$ cat src/rtl/uart_cmd_parse.sv
// ASCII command parser behind uart_rx: decodes "*W<addr><data>\r" and "*R<addr>\r"
// into one-cycle write/read strobes, with an error strobe for malformed input or timeout.
module uart_cmd_parse #(
  parameter int ADDR_DIGITS = 2,
  parameter int DATA_DIGITS = 4,
  parameter int TIMEOUT_CYC = 0
) (
  input  logic                       i_clk_rx,
  input  logic                       i_rst_clk_rx,
  input  logic [7:0]                 i_rx_data,
  input  logic                       i_rx_data_rdy,
  output logic                       o_cmd_wr,
  output logic                       o_cmd_rd,
  output logic [4*ADDR_DIGITS-1:0]   o_cmd_addr,
  output logic [4*DATA_DIGITS-1:0]   o_cmd_data,
  output logic                       o_cmd_err,
  output logic                       o_busy
);

  localparam int AW   = 4*ADDR_DIGITS;
  localparam int DW   = 4*DATA_DIGITS;
  localparam int MAXD = (ADDR_DIGITS > DATA_DIGITS) ? ADDR_DIGITS : DATA_DIGITS;
  localparam int CW   = (MAXD > 1) ? $clog2(MAXD) : 1;
  localparam int TW   = (TIMEOUT_CYC > 1) ? $clog2(TIMEOUT_CYC) : 1;

  localparam logic [CW-1:0] ADDR_LAST = CW'(ADDR_DIGITS-1);
  localparam logic [CW-1:0] DATA_LAST = CW'(DATA_DIGITS-1);
  localparam logic [TW-1:0] TIME_LAST = (TIMEOUT_CYC > 0) ? TW'(TIMEOUT_CYC-1) : '0;

  localparam logic [7:0] CH_STAR = 8'h2A;
  localparam logic [7:0] CH_CR   = 8'h0D;

  typedef enum logic [2:0] {S_IDLE, S_CMD, S_ADDR, S_DATA, S_TERM} state_t;

  state_t          r_state, w_state_nx;
  logic            r_op_wr, w_op_wr_nx;
  logic [CW-1:0]   r_cnt, w_cnt_nx;
  logic [AW-1:0]   r_addr_sr, w_addr_sr_nx;
  logic [DW-1:0]   r_data_sr, w_data_sr_nx;
  logic [TW-1:0]   r_tcnt, w_tcnt_nx;
  logic            w_wr_nx, w_rd_nx, w_err_nx;
  logic [AW-1:0]   w_addr_out_nx;
  logic [DW-1:0]   w_data_out_nx;
  logic            w_is_hex;
  logic [3:0]      w_nib;

  always_comb begin
    w_is_hex = 1'b0;
    w_nib    = 4'h0;
    if (i_rx_data >= 8'h30 && i_rx_data <= 8'h39) begin
      w_is_hex = 1'b1;
      w_nib    = i_rx_data[3:0];
    end else if ((i_rx_data >= 8'h41 && i_rx_data <= 8'h46) ||
                 (i_rx_data >= 8'h61 && i_rx_data <= 8'h66)) begin
      w_is_hex = 1'b1;
      w_nib    = i_rx_data[3:0] + 4'd9;
    end
  end

  // A '*' restarts the command from any state; an expiring timeout loses to an arriving byte.
  always_comb begin
    w_state_nx    = r_state;
    w_op_wr_nx    = r_op_wr;
    w_cnt_nx      = r_cnt;
    w_addr_sr_nx  = r_addr_sr;
    w_data_sr_nx  = r_data_sr;
    w_tcnt_nx     = '0;
    w_wr_nx       = 1'b0;
    w_rd_nx       = 1'b0;
    w_err_nx      = 1'b0;
    w_addr_out_nx = o_cmd_addr;
    w_data_out_nx = o_cmd_data;
    if (i_rx_data_rdy) begin
      if (i_rx_data == CH_STAR) begin
        w_state_nx = S_CMD;
        w_cnt_nx   = '0;
      end else begin
        case (r_state)
          S_IDLE: ;
          S_CMD: begin
            if (i_rx_data == 8'h57 || i_rx_data == 8'h77) begin
              w_state_nx = S_ADDR;
              w_op_wr_nx = 1'b1;
              w_cnt_nx   = '0;
            end else if (i_rx_data == 8'h52 || i_rx_data == 8'h72) begin
              w_state_nx = S_ADDR;
              w_op_wr_nx = 1'b0;
              w_cnt_nx   = '0;
            end else begin
              w_err_nx   = 1'b1;
              w_state_nx = S_IDLE;
            end
          end
          S_ADDR: begin
            if (w_is_hex) begin
              w_addr_sr_nx = (r_addr_sr << 4) | AW'(w_nib);
              if (r_cnt == ADDR_LAST) begin
                w_cnt_nx   = '0;
                w_state_nx = r_op_wr ? S_DATA : S_TERM;
              end else begin
                w_cnt_nx = r_cnt + CW'(1);
              end
            end else begin
              w_err_nx   = 1'b1;
              w_state_nx = S_IDLE;
            end
          end
          S_DATA: begin
            if (w_is_hex) begin
              w_data_sr_nx = (r_data_sr << 4) | DW'(w_nib);
              if (r_cnt == DATA_LAST) begin
                w_cnt_nx   = '0;
                w_state_nx = S_TERM;
              end else begin
                w_cnt_nx = r_cnt + CW'(1);
              end
            end else begin
              w_err_nx   = 1'b1;
              w_state_nx = S_IDLE;
            end
          end
          S_TERM: begin
            if (i_rx_data == CH_CR) begin
              w_wr_nx       = r_op_wr;
              w_rd_nx       = ~r_op_wr;
              w_addr_out_nx = r_addr_sr;
              if (r_op_wr) w_data_out_nx = r_data_sr;
            end else begin
              w_err_nx = 1'b1;
            end
            w_state_nx = S_IDLE;
          end
          default: w_state_nx = S_IDLE;
        endcase
      end
    end else if (r_state != S_IDLE && TIMEOUT_CYC > 0) begin
      if (r_tcnt == TIME_LAST) begin
        w_err_nx   = 1'b1;
        w_state_nx = S_IDLE;
      end else begin
        w_tcnt_nx = r_tcnt + TW'(1);
      end
    end
  end

  always_ff @(posedge i_clk_rx or posedge i_rst_clk_rx) begin
    if (i_rst_clk_rx) begin
      r_state    <= S_IDLE;
      r_op_wr    <= 1'b0;
      r_cnt      <= '0;
      r_addr_sr  <= '0;
      r_data_sr  <= '0;
      r_tcnt     <= '0;
      o_cmd_wr   <= 1'b0;
      o_cmd_rd   <= 1'b0;
      o_cmd_err  <= 1'b0;
      o_cmd_addr <= '0;
      o_cmd_data <= '0;
      o_busy     <= 1'b0;
    end else begin
      r_state    <= w_state_nx;
      r_op_wr    <= w_op_wr_nx;
      r_cnt      <= w_cnt_nx;
      r_addr_sr  <= w_addr_sr_nx;
      r_data_sr  <= w_data_sr_nx;
      r_tcnt     <= w_tcnt_nx;
      o_cmd_wr   <= w_wr_nx;
      o_cmd_rd   <= w_rd_nx;
      o_cmd_err  <= w_err_nx;
      o_cmd_addr <= w_addr_out_nx;
      o_cmd_data <= w_data_out_nx;
      o_busy     <= (w_state_nx != S_IDLE);
    end
  end

endmodule

$ cat config.mk
export PLATFORM = sky130hd
export DESIGN_NAME = uart_cmd_parse
export DESIGN_NICKNAME = d
export VERILOG_FILES = /design/src/rtl/uart_cmd_parse.sv
export SDC_FILE = /design/constraint.sdc
export NUM_CORES = 1
export LEC_CHECK = 0
export ABC_CLOCK_PERIOD_IN_PS = 2500
export BUFFER_PORTS_ARGS = -buffer_cell sky130_fd_sc_hd__buf_2
export CAP_MARGIN = 30
export CORE_MARGIN = 2
export CORE_UTILIZATION = 32
export CTS_CLUSTER_DIAMETER = 80
export DETAILED_ROUTE_END_ITERATION = 8
export PLACE_DENSITY_LB_ADDON = 0.1
export REMOVE_ABC_BUFFERS = 1
export SLEW_MARGIN = 20
export SYNTH_ARGS = -nofsm -noshare
export SYNTH_HDL_FRONTEND = slang
export SYNTH_SLANG_ARGS = --single-unit
$ cat constraint.sdc
create_clock -name i_clk_rx -period 2.5 [get_ports i_clk_rx]
set_input_delay 0.5 -clock i_clk_rx [delete_from_list [all_inputs] [get_ports i_clk_rx]]
set_output_delay 0.5 -clock i_clk_rx [all_outputs]
set_load 0.02 [all_outputs]
# After elaboration in Yosys (flattened, before gate mapping)
# Index checks and enable logic that the tools add are counted.
[totals]
regBits = 58
elab_cells = 94
[op_classes]
add_sub_neg = 2
order_cmp = 6
n_eq_ne = 15
n_mux = 39
bitwise_logic = 4
reduce_logical = 17
[op_table]
columns = ["op", "count"]
rows = [
  ["8-bit by 7-bit equality test with 1-bit output, second input constant", 4],
  ["3-bit 2-to-1 mux", 7],
  ["1-bit 2-to-1 mux", 18],
  ["2-bit 2-to-1 mux", 9],
  ["8-bit by 7-bit greater-or-equal comparator with 1-bit output, second input constant", 2],
  ["8-bit by 7-bit <= comparator with 1-bit output, second input constant", 2],
  ["16-bit by 4-bit bitwise OR with 16-bit output", 1],
  ["4-bit AND reduction", 4],
  ["3-bit one-hot mux with 4 select lines", 1],
  ["5-bit AND reduction", 2],
  ["8-bit by 4-bit equality test with 1-bit output, second input constant", 1],
  ["8-bit by 6-bit equality test with 1-bit output, second input constant", 1],
  ["8-bit by 6-bit greater-or-equal comparator with 1-bit output, second input constant", 1],
  ["8-bit by 6-bit <= comparator with 1-bit output, second input constant", 1],
  ["4-bit 2-to-1 mux", 2],
  ["8-bit by 4-bit bitwise OR with 8-bit output", 1],
  ["3-bit by 2-bit equality test with 1-bit output, second input constant", 2],
  ["3-bit != test, second input constant", 2],
  ["2-bit one-hot mux with 3 select lines", 1],
  ["4-bit adder, second input constant", 1],
  ["4-bit != test, second input constant", 1],
  ["4-bit nonzero test", 1],
  ["3-bit by 1-bit equality test with 1-bit output, second input constant", 1],
  ["3-bit equality test, second input constant", 1],
  ["11 further kinds", 16],
]

# Longest topological paths before layout
# Gate-level depths: netlist of run 1.
[logic_depth]
depth_word = 10
ltp_mapped = 9
ltp_nobuf = 7

# Worst setup path before layout of run 1
# OpenSTA, ideal clock, no wires.
[synth_timing]
path_kind = "input -> register"
from = "input i_rx_data[7]"
to = "register r_addr_sr[1]"
arrival_ps = 2397
required_time_ps = 2375
setup_slack_ps = -21
stages = 5
path_buffers = 1
path_cell_list = "or4b_2 a211o_1 a2111oi_4 buf_4 mux2_2"
[synth_via]
elab_chain_len = 6
[synth_lines]
columns = ["item", "line_no", "rtl"]
rows = [
  ["start, declared", "10", "input logic [7:0] i_rx_data,"],
  ["8-bit by 7-bit greater-or-equal comparator with 1-bit output (tied with other cells)", "53", "end else if ((i_rx_data >= 8'h41 && i_rx_data <= 8'h46) ||"],
  ["1-bit logical AND (on tied branches)", "53, 54", ""],
  ["1-bit logical OR", "53", ""],
  ["1-bit 2-to-1 mux or 4-bit 2-to-1 mux (tied branches)", "53", ""],
  ["1-bit 2-to-1 mux or 4-bit 2-to-1 mux (tied branches)", "50", "if (i_rx_data >= 8'h30 && i_rx_data <= 8'h39) begin"],
  ["4-bit AND reduction (no source line) or 8-bit by 4-bit bitwise OR with 8-bit output (tied branches)", "-", ""],
  ["end signal, assigned", "164", "r_addr_sr <= w_addr_sr_nx;"],
  ["end, declared", "38", "logic [AW-1:0] r_addr_sr, w_addr_sr_nx;"],
]
# Several ways; a longest one is shown, not always the timed one.
# A chain may end at the register's enable or synchronous reset.

# Final worst setup path of run 1
[layout_timing]
from = "input i_rx_data[7]"
to = "register r_addr_sr[6]"
[layout_via]
elab_chain_len = 6
[layout_lines]
columns = ["item", "line_no"]
rows = [
  ["8-bit by 7-bit greater-or-equal comparator with 1-bit output (tied with other cells)", "53"],
  ["1-bit logical AND (on tied branches)", "53, 54"],
  ["1-bit logical OR", "53"],
  ["1-bit 2-to-1 mux", "53"],
  ["1-bit 2-to-1 mux", "50"],
  ["4-bit AND reduction (no source line) (*)", "-"],
]
# Every way passes the cells marked *; elsewhere a longest branch is shown, timed or not.

==> summary.md, run 1 <==
| Metric | Value |
|---|---|
| Outcome | `complete, no violations` |
| Ordered cell list for the critical path | `buf_2 > or4b_2 > a211o_1 > a2111oi_4 > buf_4 > mux2_2` |
| Area growth, synth to finish | `26.4%` |
| Initial Util | `32.8%` |
| Count of final setup violators | `0` |
| Num CTS Buffers | `9` |
| Max Freq | `436 MHz` |
| Worst R2R Start | `r_state[0]$_DFF_PP0_` |
| Register bit total from synthesis | `58` |
| Clk slew on worst S/H paths | `0.07 ns` |
| CP endpoint kind | `flip-flop` |
| H-tree depth | `3` |
| DIE HEIGHT | `95.5 um` |
| Hold Fails Final Rpt | `0` |
| Clk_skew | `0.00934 ns` |
| Most frequent cells in the layout | `dfrtp_1 (58), buf_2 (38), mux2_2 (33), buf_4 (22), nor2_1 (12)` |
| CP Max Fanout | `6` |
| DR vias | `1774` |
| RSZ-0062 raised after global routing | `false` |
| CTS hold repair buffers | `0` |
| Mean Syn Cell Area | `13.5 um^2` |
| Crit share post-route | `91.8%` |
| First-pass GRT wire length | `8620 um` |
| Row cnt | `33` |
| CTS tree | `yes` |
| Total power | `2.00 mW` |
| Initial DRC Count | `57` |
| Max_cap viols | `0` |
| Commonest non-fill, non-tap cell in the layout | `dfrtp_1` |
| Post-CTS resize count | `0` |
| Mapped Area | `2680 um^2` |
| Worst EP required | `2.71 ns` |
| Core Region | `8180 um^2` |
| Synth warn | `0` |
| Slowest-stage cell, CP | `or4b_2` |
| Yosys top cell by area | `dfrtp_1` |
| Hold Path Class | `in2async` |
| Cells after Synth | `199` |
| ANT nets after route | `0` |
| Total Nets Final | `285` |
| Global Route Usage Sum | `12.7%` |
| Routed Wire Length | `5280 um` |
| Ys flop type | `dfrtp_1` |
| Static leakage | `1.77 nW` |
| DRC | `0` |
| I/O Buffers | `38` |
| R2R cell count | `5` |
| Min Tclk post-route | `2.30 ns` |
| GR Overflow Total | `0` |
| CP peak stage delay | `0.71 ns` |
| Largest net degree at the start of global routing | `35` |
| Maximum root-to-sink buffer count | `2` |
| GP Congestion | `0.778` |
| Register area | `1450 um^2` |
| Post-synth EDFFs | `0` |
| Clock latency at the later pin of the worst-skew pair | `0.33 ns` |
| CP arrival | `2.50 ns` |
| DR WL/cell | `14.0 um` |
| Dpl hpwl | `3880 um` |
| Maximum vdd drop | `0.257 mV` |
| Diode count | `0` |
| Number of global-route vias before repair | `1706` |
| Kind of critical path | `in2reg` |
| Synth top area cells | `dfrtp_1 (54%), mux2_2 (14%), mux2_4 (5.0%)` |
| Worst-Margin Slew | `0.560 ns` |
| Drt pass-1 iters | `4` |
| Top-area cell type share of the netlist area | `54.1%` |
| Power Density | `591 nW/um^2` |
| RR Endpoint | `o_cmd_data[8]$_DFFE_PP0P_` |
| Slew margin rel. | `62.6%` |
| Root Buffer | `clkbuf_8` |
| Ports | `39` |
| Initial antenna violation count | `0` |
| Max-slew violation count | `0` |
| Post-CTS Setup Bufs | `0` |
| Total die area | `9130 um^2` |
| R2r setup slk | `0.61 ns` |
| Sequential share of the synthesized area | `54.1%` |
| Vias/cell | `4.71` |
| Post-synth ARST share | `100%` |
| Final design utilization | `41.5%` |
| TritonCTS Sinks | `58` |
| Fillers | `821` |
| Share of cells above drive strength 1 | `47.8%` |
| Crit path launch type | `input pin` |
| Yosys cell types | `45` |
| Chip width | `95.5 um` |
| Multi-input logic area | `1140 um^2` |
| Post-route setup TNS | `0 ns` |
cell usage after synthesis, drive strengths merged (2+ instances only):
cell	instances
dfrtp	58
mux2	42
nor2	12
nand2	10
inv	9
o21ai	8
ha	7
a21oi	6
a211oi	5
buf	5
nor2b	4
or4b	3
a2111oi	2
a22o	2
a22oi	2
or3	2
cell families after synthesis:
group | share of synthesized area, %
mux | 18.9
buf+inv | 3.45
flops | 54.1
xor+xnor | 0.653
simple gates | 8.87
compound gates | 10.7
fa+ha+maj | 3.27
metal layers:
metal	vias to the layer above	global-route usage, %	routed length (um)
met3	5	4.90	252
met4	0	4.29	51
li1	867	-	-
met2	39	18.8	2460
met5	-	0	0
met1	863	16.9	2520
worst max-delay path by stage:
| stage | from | end | slack, ns | depth (start not counted) |
|---|---|---|---|---|
| after detailed placement | i_rx_data[7] | r_addr_sr[4]$_DFFE_PP0P_ | -0.13 | 6 |
| after floorplan | i_rx_data[7] | r_addr_sr[1]$_DFFE_PP0P_ | -0.11 | 4 |
| after global routing | i_rx_data[7] | o_cmd_data[3]$_DFFE_PP0P_ | 0.16 | 8 |
| final | i_rx_data[7] | r_addr_sr[6]$_DFFE_PP0P_ | 0.20 | 6 |
| after global placement | i_rx_data[7] | r_addr_sr[7]$_DFFE_PP0P_ | -0.11 | 6 |
| after CTS | i_rx_data[7] | r_addr_sr[6]$_DFFE_PP0P_ | 0.22 | 6 |
flip-flops by register name, indices dropped and copies added (netlist names), 2 cells and up:
name / cells
r_data_sr: 16
o_cmd_data: 16
r_cnt: 2
r_addr_sr: 8
r_state: 3
o_cmd_addr: 8
critical path, delay by kind of cell:
kind | cells | cell delay, ns
buf+inv | 2 | 0.31
mux | 1 | 0.33
compound gates | 2 | 0.65
simple gates | 1 | 0.71
report_power, final:
group / total (mW) / switching [mW] / internal [mW]
Clock: 0.956 / 0.367 / 0.589
Combinational: 0.101 / 0.0595 / 0.0413
Sequential: 0.945 / 0.00304 / 0.942
Total: 2.00 / 0.429 / 1.57
metrics by stage:
| stage | setup slack [ns] | area [um^2] | std cells | hold slack (ns) |
|---|---|---|---|---|
| global placement | -0.108 | 3170 | 361 | 0.481 |
| CTS | 0.219 | 3390 | 377 | 0.228 |
| finish | 0.204 | 3390 | 377 | 0.219 |
| detailed placement | -0.131 | 3170 | 361 | 0.490 |
| floorplan | -0.112 | 2620 | 193 | 0.426 |
| global route | 0.165 | 3390 | 377 | 0.251 |
final cells by class:
class / instances / area share (%)
inverter: 9 / 0.997
multi-input combinational: 126 / 33.6
timing repair buffer: 63 / 12.3
clock buffer: 12 / 4.28
clock inverter: 4 / 2.21
sequential: 58 / 42.8
tap: 105 / 3.88
Note: power is estimated with default switching activity, not from simulation.
==> run 2, diff against run 1 <==
--- a/config.mk
+++ b/config.mk
@@ -5,7 +5,7 @@
 export SDC_FILE = /design/constraint.sdc
 export NUM_CORES = 1
 export LEC_CHECK = 0
-export ABC_CLOCK_PERIOD_IN_PS = 2500
+export ABC_CLOCK_PERIOD_IN_PS = 2510
 export BUFFER_PORTS_ARGS = -buffer_cell sky130_fd_sc_hd__buf_2
 export CAP_MARGIN = 30
 export CORE_MARGIN = 2
==> constraint.sdc (replaced) <==
create_clock -name i_clk_rx -period 2.51 [get_ports i_clk_rx]
set_input_delay 0.502 -clock i_clk_rx [delete_from_list [all_inputs] [get_ports i_clk_rx]]
set_output_delay 0.502 -clock i_clk_rx [all_outputs]
set_load 0.02 [all_outputs]
==> summary.md, run 2 (synthesis results as in run 1) <==
| Metric | Value |
|---|---|
| Outcome | `complete, no violations` |
| Commonest non-fill, non-tap cell in the layout | `dfrtp_1` |
| Clk slew on worst S/H paths | `0.07 ns (about the same)` |
| CTS hold repair buffers | `0 (unchanged)` |
| Initial antenna violation count | `0 (unchanged)` |
| Static leakage | `1.76 nW (-0.45%)` |
| Root Buffer | `clkbuf_8` |
| RR Endpoint | `o_cmd_data[8]$_DFFE_PP0P_` |
| Max Freq | `433 MHz` |
| Ports | `39 (unchanged)` |
| Top flop regs | `o_cmd_data x16, r_data_sr x16` |
| Worst-Margin Slew | `0.564 ns (+0.00367 ns)` |
| Drt pass-1 iters | `4 (unchanged)` |
| Setup ws final | `0.202 ns (-0.00226 ns)` |
| RSZ-0062 raised after global routing | `false` |
| CTS tree | `yes` |
| Maximum vdd drop | `0.199 mV (-23%)` |
| GR Overflow Total | `0 (unchanged)` |
| Clk_skew | `0.00849 ns (-0.000847 ns)` |
| Core Region | `8180 um^2 (unchanged)` |
| Ordered cell list for the critical path | `buf_2 > or4b_2 > a211o_1 > a2111oi_4 > buf_4 > mux2_2` |
| DR WL/cell | `13.9 um (-0.85%)` |
| CP endpoint kind | `flip-flop` |
| Count of final setup violators | `0 (unchanged)` |
| Hold Path Class | `in2async` |
| Max_cap viols | `0 (unchanged)` |
| Area growth, synth to finish | `25.4%` |
| Slew margin rel. | `62.3% (-0.24 points)` |
| Largest net degree at the start of global routing | `35 (unchanged)` |
| CP arrival | `2.52 ns (+0.02 ns)` |
| Num CTS Buffers | `9 (unchanged)` |
| Design Area, Final | `3360 um^2 (-0.78%)` |
| Crit path launch type | `input pin` |
| TritonCTS Sinks | `58 (unchanged)` |
| Crit share post-route | `91.9%` |
| Hold Fails Final Rpt | `0 (unchanged)` |
| Placed cell areas | `3160 um^2 (-0.24%)` |
| Dpl hpwl | `3900 um (+0.60%)` |
| GP Congestion | `0.768 (-1.3%)` |
| Share of cells above drive strength 1 | `48.3% (+0.55 points)` |
| Maximum root-to-sink buffer count | `2 (unchanged)` |
| Max-slew violation count | `0 (unchanged)` |
| Post-CTS Setup Bufs | `0 (unchanged)` |
| Global Route Usage Sum | `12.7% (+0.040 points)` |
| Post-CTS resize count | `0 (unchanged)` |
| Clock latency at the later pin of the worst-skew pair | `0.33 ns (about the same)` |
| Worst EP required | `2.72 ns (about the same)` |
| R2r setup slk | `0.63 ns (+0.02 ns)` |
| Vias/cell | `4.63 (-1.6%)` |
| CP peak stage delay | `0.72 ns (about the same)` |
| Kind of critical path | `in2reg` |
| Slowest-stage cell, CP | `or4b_2` |
| Total die area | `9130 um^2 (unchanged)` |
| Worst R2R Start | `r_state[1]$_DFF_PP0_` |
| CP Max Fanout | `6 (unchanged)` |
| DRC | `0 (unchanged)` |
| H-tree depth | `3 (unchanged)` |
| Min Tclk post-route | `2.31 ns` |
| Chip width | `95.5 um (unchanged)` |
| Initial Util | `32.8% (unchanged)` |
| Pre-CTS WS | `-0.138 ns (-0.00751 ns)` |
| Initial DRC Count | `42 (-26%)` |
| Row cnt | `33 (unchanged)` |
| I/O Buffers | `38 (unchanged)` |
| Most frequent cells in the layout | `dfrtp_1 (58), buf_2 (38), mux2_2 (33), buf_4 (21), nor2_1 (12)` |
| Total Nets Final | `284 (-0.35%)` |
| Diode count | `0 (unchanged)` |
| DIE HEIGHT | `95.5 um (unchanged)` |
| First-pass GRT wire length | `8680 um (+0.72%)` |
| ANT nets after route | `0 (unchanged)` |
| Fin Hold WS | `0.221 ns (+0.00255 ns)` |
| Power Density | `567 nW/um^2 (-4.0%)` |
| Routed Wire Length | `5230 um (-1.1%)` |
| R2R cell count | `4 (-1)` |
| DR vias | `1741 (-1.9%)` |
| Number of global-route vias before repair | `1762 (+3.3%)` |
-- run 2: cell count changes in the layout (fill, tap and decap cells not counted), sizes merged --
cell	delta
clkbuf	-3
buf	-1
bufinv	-1
clkinvlp	-1
clkinv	+3
inv	+2
-- run 2: area by class of cell --
cell class              instances  area (um^2)
fillers                       807         4810
flip-flops and latches         58         1450
multi-input cells             126         1140
repair buffers                 62          408
well taps                     105          131
clock buffers                   9          124
clock inverters                 7         77.6
inverters                       9         33.8
-- run 2: critical path: cells and delay by family --
family	cells	cell delay, ns
and+or+nand+nor	1	0.72
muxes	1	0.33
buffers and inverters	2	0.33
AOI/OAI and AO/OA	2	0.64
-- run 2: worst max-delay path by stage --
stage	start	to	slack, ns	cells past startpoint
after global routing	i_rx_data[7]	r_addr_sr[6]$_DFFE_PP0P_	0.14	6
final	i_rx_data[7]	r_addr_sr[6]$_DFFE_PP0P_	0.20	6
after global placement	i_rx_data[7]	r_addr_sr[7]$_DFFE_PP0P_	-0.13	6
after detailed placement	i_rx_data[7]	r_addr_sr[7]$_DFFE_PP0P_	-0.14	6
after floorplan	i_rx_data[7]	r_addr_sr[1]$_DFFE_PP0P_	-0.10	4
after CTS	i_rx_data[7]	r_addr_sr[6]$_DFFE_PP0P_	0.21	6
-- run 2: per-layer routing --
metal / wire length (um) / track usage [%] / vias up
met2: 2430 / 19.3 / 36
met5: 0 / 0 / -
met4: 63 / 5.71 / 0
met1: 2510 / 16.8 / 840
met3: 213 / 3.64 / 7
li1: - / - / 858
-- run 2: through the flow --
stage	TNS, ns	total power [mW]	cells	utilization (%)
5_1_grt	0	2.00	376	41.1
3_3_place_gp	-1.09	1.06	360	38.7
2_1_floorplan	-1.68	1.01	193	-
3_5_place_dp	-1.65	1.06	360	38.7
6_report	0	1.91	376	41.1
4_1_cts	0	1.94	376	41.1
-- run 2: power breakdown --
group / internal, mW / switching (mW) / total (mW)
sequential: 0.938 / 0.00308 / 0.941
clock: 0.466 / 0.399 / 0.866
combinational: 0.0406 / 0.0593 / 0.0999
total: 1.44 / 0.462 / 1.91
==> run 3, diff against run 2 <==
--- a/config.mk
+++ b/config.mk
@@ -5,7 +5,6 @@
 export SDC_FILE = /design/constraint.sdc
 export NUM_CORES = 1
 export LEC_CHECK = 0
-export ABC_CLOCK_PERIOD_IN_PS = 2510
 export BUFFER_PORTS_ARGS = -buffer_cell sky130_fd_sc_hd__buf_2
 export CAP_MARGIN = 30
 export CORE_MARGIN = 2
==> constraint.sdc (replaced) <==
create_clock -name i_clk_rx -period 2.51 [get_ports i_clk_rx]
set_input_delay 0 -clock i_clk_rx [delete_from_list [all_inputs] [get_ports i_clk_rx]]
set_output_delay 0 -clock i_clk_rx [all_outputs]
set_load 0.02 [all_outputs]
==> summary.md, run 3 (synthesis results as in run 1) <==
| Metric | Value |
|---|---|
| Slew margin rel. | `66.0% (+3.6 points)` |
| ANT nets after route | `0 (unchanged)` |
| RR Endpoint | `o_cmd_data[1]$_DFFE_PP0P_` |
| Setup ws final | `0.567 ns (+0.365 ns)` |
| Drt pass-1 iters | `4 (unchanged)` |
| Total power | `1.92 mW (+0.81%)` |
| Global Route Usage Sum | `13.1% (+0.36 points)` |
| Root Buffer | `clkbuf_8` |
| Total Nets Final | `271 (-4.6%)` |
| Top flop regs | `o_cmd_data x16, r_data_sr x16` |
| R2r setup slk | `0.61 ns (-0.02 ns)` |
| H-tree depth | `3 (unchanged)` |
| Initial Util | `32.8% (unchanged)` |
| Worst setup path start | `i_rx_data[7]` |
| CTS tree | `yes` |
| Count of final setup violators | `0 (unchanged)` |
| CP arrival | `2.16 ns (-0.36 ns)` |
| Power Density | `592 nW/um^2 (+4.5%)` |
| Worst EP required | `2.72 ns (about the same)` |
| Total die area | `9130 um^2 (unchanged)` |
| Num CTS Buffers | `9 (unchanged)` |
| GR Overflow Total | `0 (unchanged)` |
| P_sw | `418 uW (-9.4%)` |
| DR vias | `1710 (-1.8%)` |
| Max Freq | `515 MHz (+19%)` |
| Area growth, synth to finish | `21.0%` |
| Clock power share | `46.3% (+0.9 points)` |
| Diode count | `0 (unchanged)` |
| Hold Path Class | `in2reg` |
| Fillers | `811 (+0.50%)` |
| Multi-input logic area | `1140 um^2 (unchanged)` |
| Post-route setup TNS | `0 ns (unchanged)` |
| Ports | `39 (unchanged)` |
| GP Congestion | `0.771 (+0.50%)` |
| CP endpoint kind | `flip-flop` |
| Core Region | `8180 um^2 (unchanged)` |
| Clk slew on worst S/H paths | `0.06 ns (about the same)` |
| Crit path launch type | `input pin` |
| Routed Wire Length | `5260 um (+0.71%)` |
| Dpl hpwl | `3770 um (-3.5%)` |
| Static leakage | `1.69 nW (-4.1%)` |
| DRC | `0 (unchanged)` |
| Largest net degree at the start of global routing | `44 (+26%)` |
| Most frequent cells in the layout | `dfrtp_1 (58), buf_2 (38), mux2_2 (33), nor2_1 (12), clkbuf_8 (12)` |
| Clk_skew | `0.00379 ns (-0.00470 ns)` |
| Worst R2R Start | `r_state[0]$_DFF_PP0_` |
| Initial DRC Count | `55 (+31%)` |
| First-pass GRT wire length | `8870 um (+2.2%)` |
| Outcome | `complete, no violations` |
| Post-CTS resize count | `0 (unchanged)` |
| Share of cells above drive strength 1 | `44.7% (-3.6 points)` |
| Crit share post-route | `77.4% (-15 points)` |
| CTS hold repair buffers | `1 (+1)` |
| Number of global-route vias before repair | `1689 (-4.1%)` |
| Vias/cell | `4.72 (+2.0%)` |
| Kind of critical path | `in2reg` |
| Initial antenna violation count | `0 (unchanged)` |
| Maximum vdd drop | `0.236 mV (+19%)` |
| I/O Buffers | `38 (unchanged)` |
| TritonCTS Sinks | `58 (unchanged)` |
| Placed cell areas | `3010 um^2 (-4.7%)` |
| Worst-Margin Slew | `0.510 ns (-0.0538 ns)` |
| Post-CTS Setup Bufs | `0 (unchanged)` |
| Pre-CTS WS | `0.216 ns (+0.354 ns)` |
| Internal | `1.50 mW (+4.1%)` |
| Register area | `1450 um^2 (unchanged)` |
| RSZ-0062 raised after global routing | `false` |
| Clock latency at the later pin of the worst-skew pair | `0.33 ns (about the same)` |
| Max_cap viols | `0 (unchanged)` |
| CP Max Fanout | `6 (unchanged)` |
| Max-slew violation count | `0 (unchanged)` |
| DR WL/cell | `14.5 um (+4.6%)` |
| Sw Ratio | `21.8% (-2.5 points)` |
| Design Area, Final | `3250 um^2 (-3.5%)` |
| Min Tclk post-route | `1.94 ns (-0.365 ns)` |
| Hold_sp | `i_rx_data_rdy` |
| Row cnt | `33 (unchanged)` |
| DIE HEIGHT | `95.5 um (unchanged)` |
| Maximum root-to-sink buffer count | `2 (unchanged)` |
| R2R cell count | `5 (+1)` |
| Hold Fails Final Rpt | `0 (unchanged)` |
| Reg power frac | `49.0% (-0.4 points)` |
| Comb power frac | `4.7% (-0.5 points)` |
| Commonest non-fill, non-tap cell in the layout | `dfrtp_1` |
| Worst Setup EP | `r_addr_sr[7]$_DFFE_PP0P_` |
| Chip width | `95.5 um (unchanged)` |
==> run 3: changes by cell type in the layout (fill, tap and decap cells not counted) <==
cell / before / now
buf_4: 21 / 9
clkbuf_8: 9 / 12
buf_12: 3 / 1
clkinv_4: 2 / 0
inv_6: 2 / 0
clkbuf_1: 0 / 1
clkinvlp_4: 1 / 0
dlygate4sd3_1: 0 / 1
==> run 3: cell type report <==
cell class              instances  share of cell area, %
flip-flops and latches         58                   44.7
multi-input cells             126                   35.0
repair buffers                 49                   8.87
clock buffers                  13                   5.20
well taps                     105                   4.05
clock inverters                 2                   1.08
inverters                       9                   1.04
==> run 3: routing by layer <==
layer | global-route usage [%] | routed length, um | vias to the layer above
met5 | 0 | 0 | -
met4 | 5.36 | 73 | 0
met1 | 18.5 | 2570 | 831
met2 | 18.0 | 2370 | 40
met3 | 4.58 | 244 | 6
li1 | - | - | 833
==> run 3: how the worst min path moves through the flow <==
stage / slack (ns) / cells past startpoint / endpoint
2_1_floorplan: 0.19 / 2 / o_cmd_err$_DFF_PP0_
3_3_place_gp: 0.26 / 2 / o_cmd_data[4]$_DFFE_PP0P_
3_5_place_dp: 0.26 / 2 / o_cmd_data[4]$_DFFE_PP0P_
4_1_cts: 0.02 / 3 / o_cmd_err$_DFF_PP0_
5_1_grt: 0.05 / 3 / o_cmd_err$_DFF_PP0_
6_report: 0.04 / 3 / o_cmd_err$_DFF_PP0_
==> run 3: critical path, cell delays in order <==
cell	delay [ns]
buf_2	0.14
or4b_2	0.72
a211o_1	0.33
a2111oi_4	0.58
mux2_2	0.39
==> run 3: stage by stage <==
stage               hold WS [ns]  cells  util, %
floorplan                  0.187    193        -
global placement           0.262    345     36.8
detailed placement         0.261    345     36.8
CTS                       0.0202    361     39.5
global route              0.0510    362     39.7
finish                    0.0385    362     39.7
==> run 3: power by group through the flow <==
stage | combinational (mW) | clock [mW] | sequential [mW]
after CTS | 0.0880 | 0.920 | 0.942
after floorplan | 0.0462 | 0 | 0.960
final | 0.0894 | 0.891 | 0.942
after detailed placement | 0.0862 | 0 | 0.959
after global routing | 0.102 | 0.978 | 0.941
after global placement | 0.0863 | 0 | 0.959
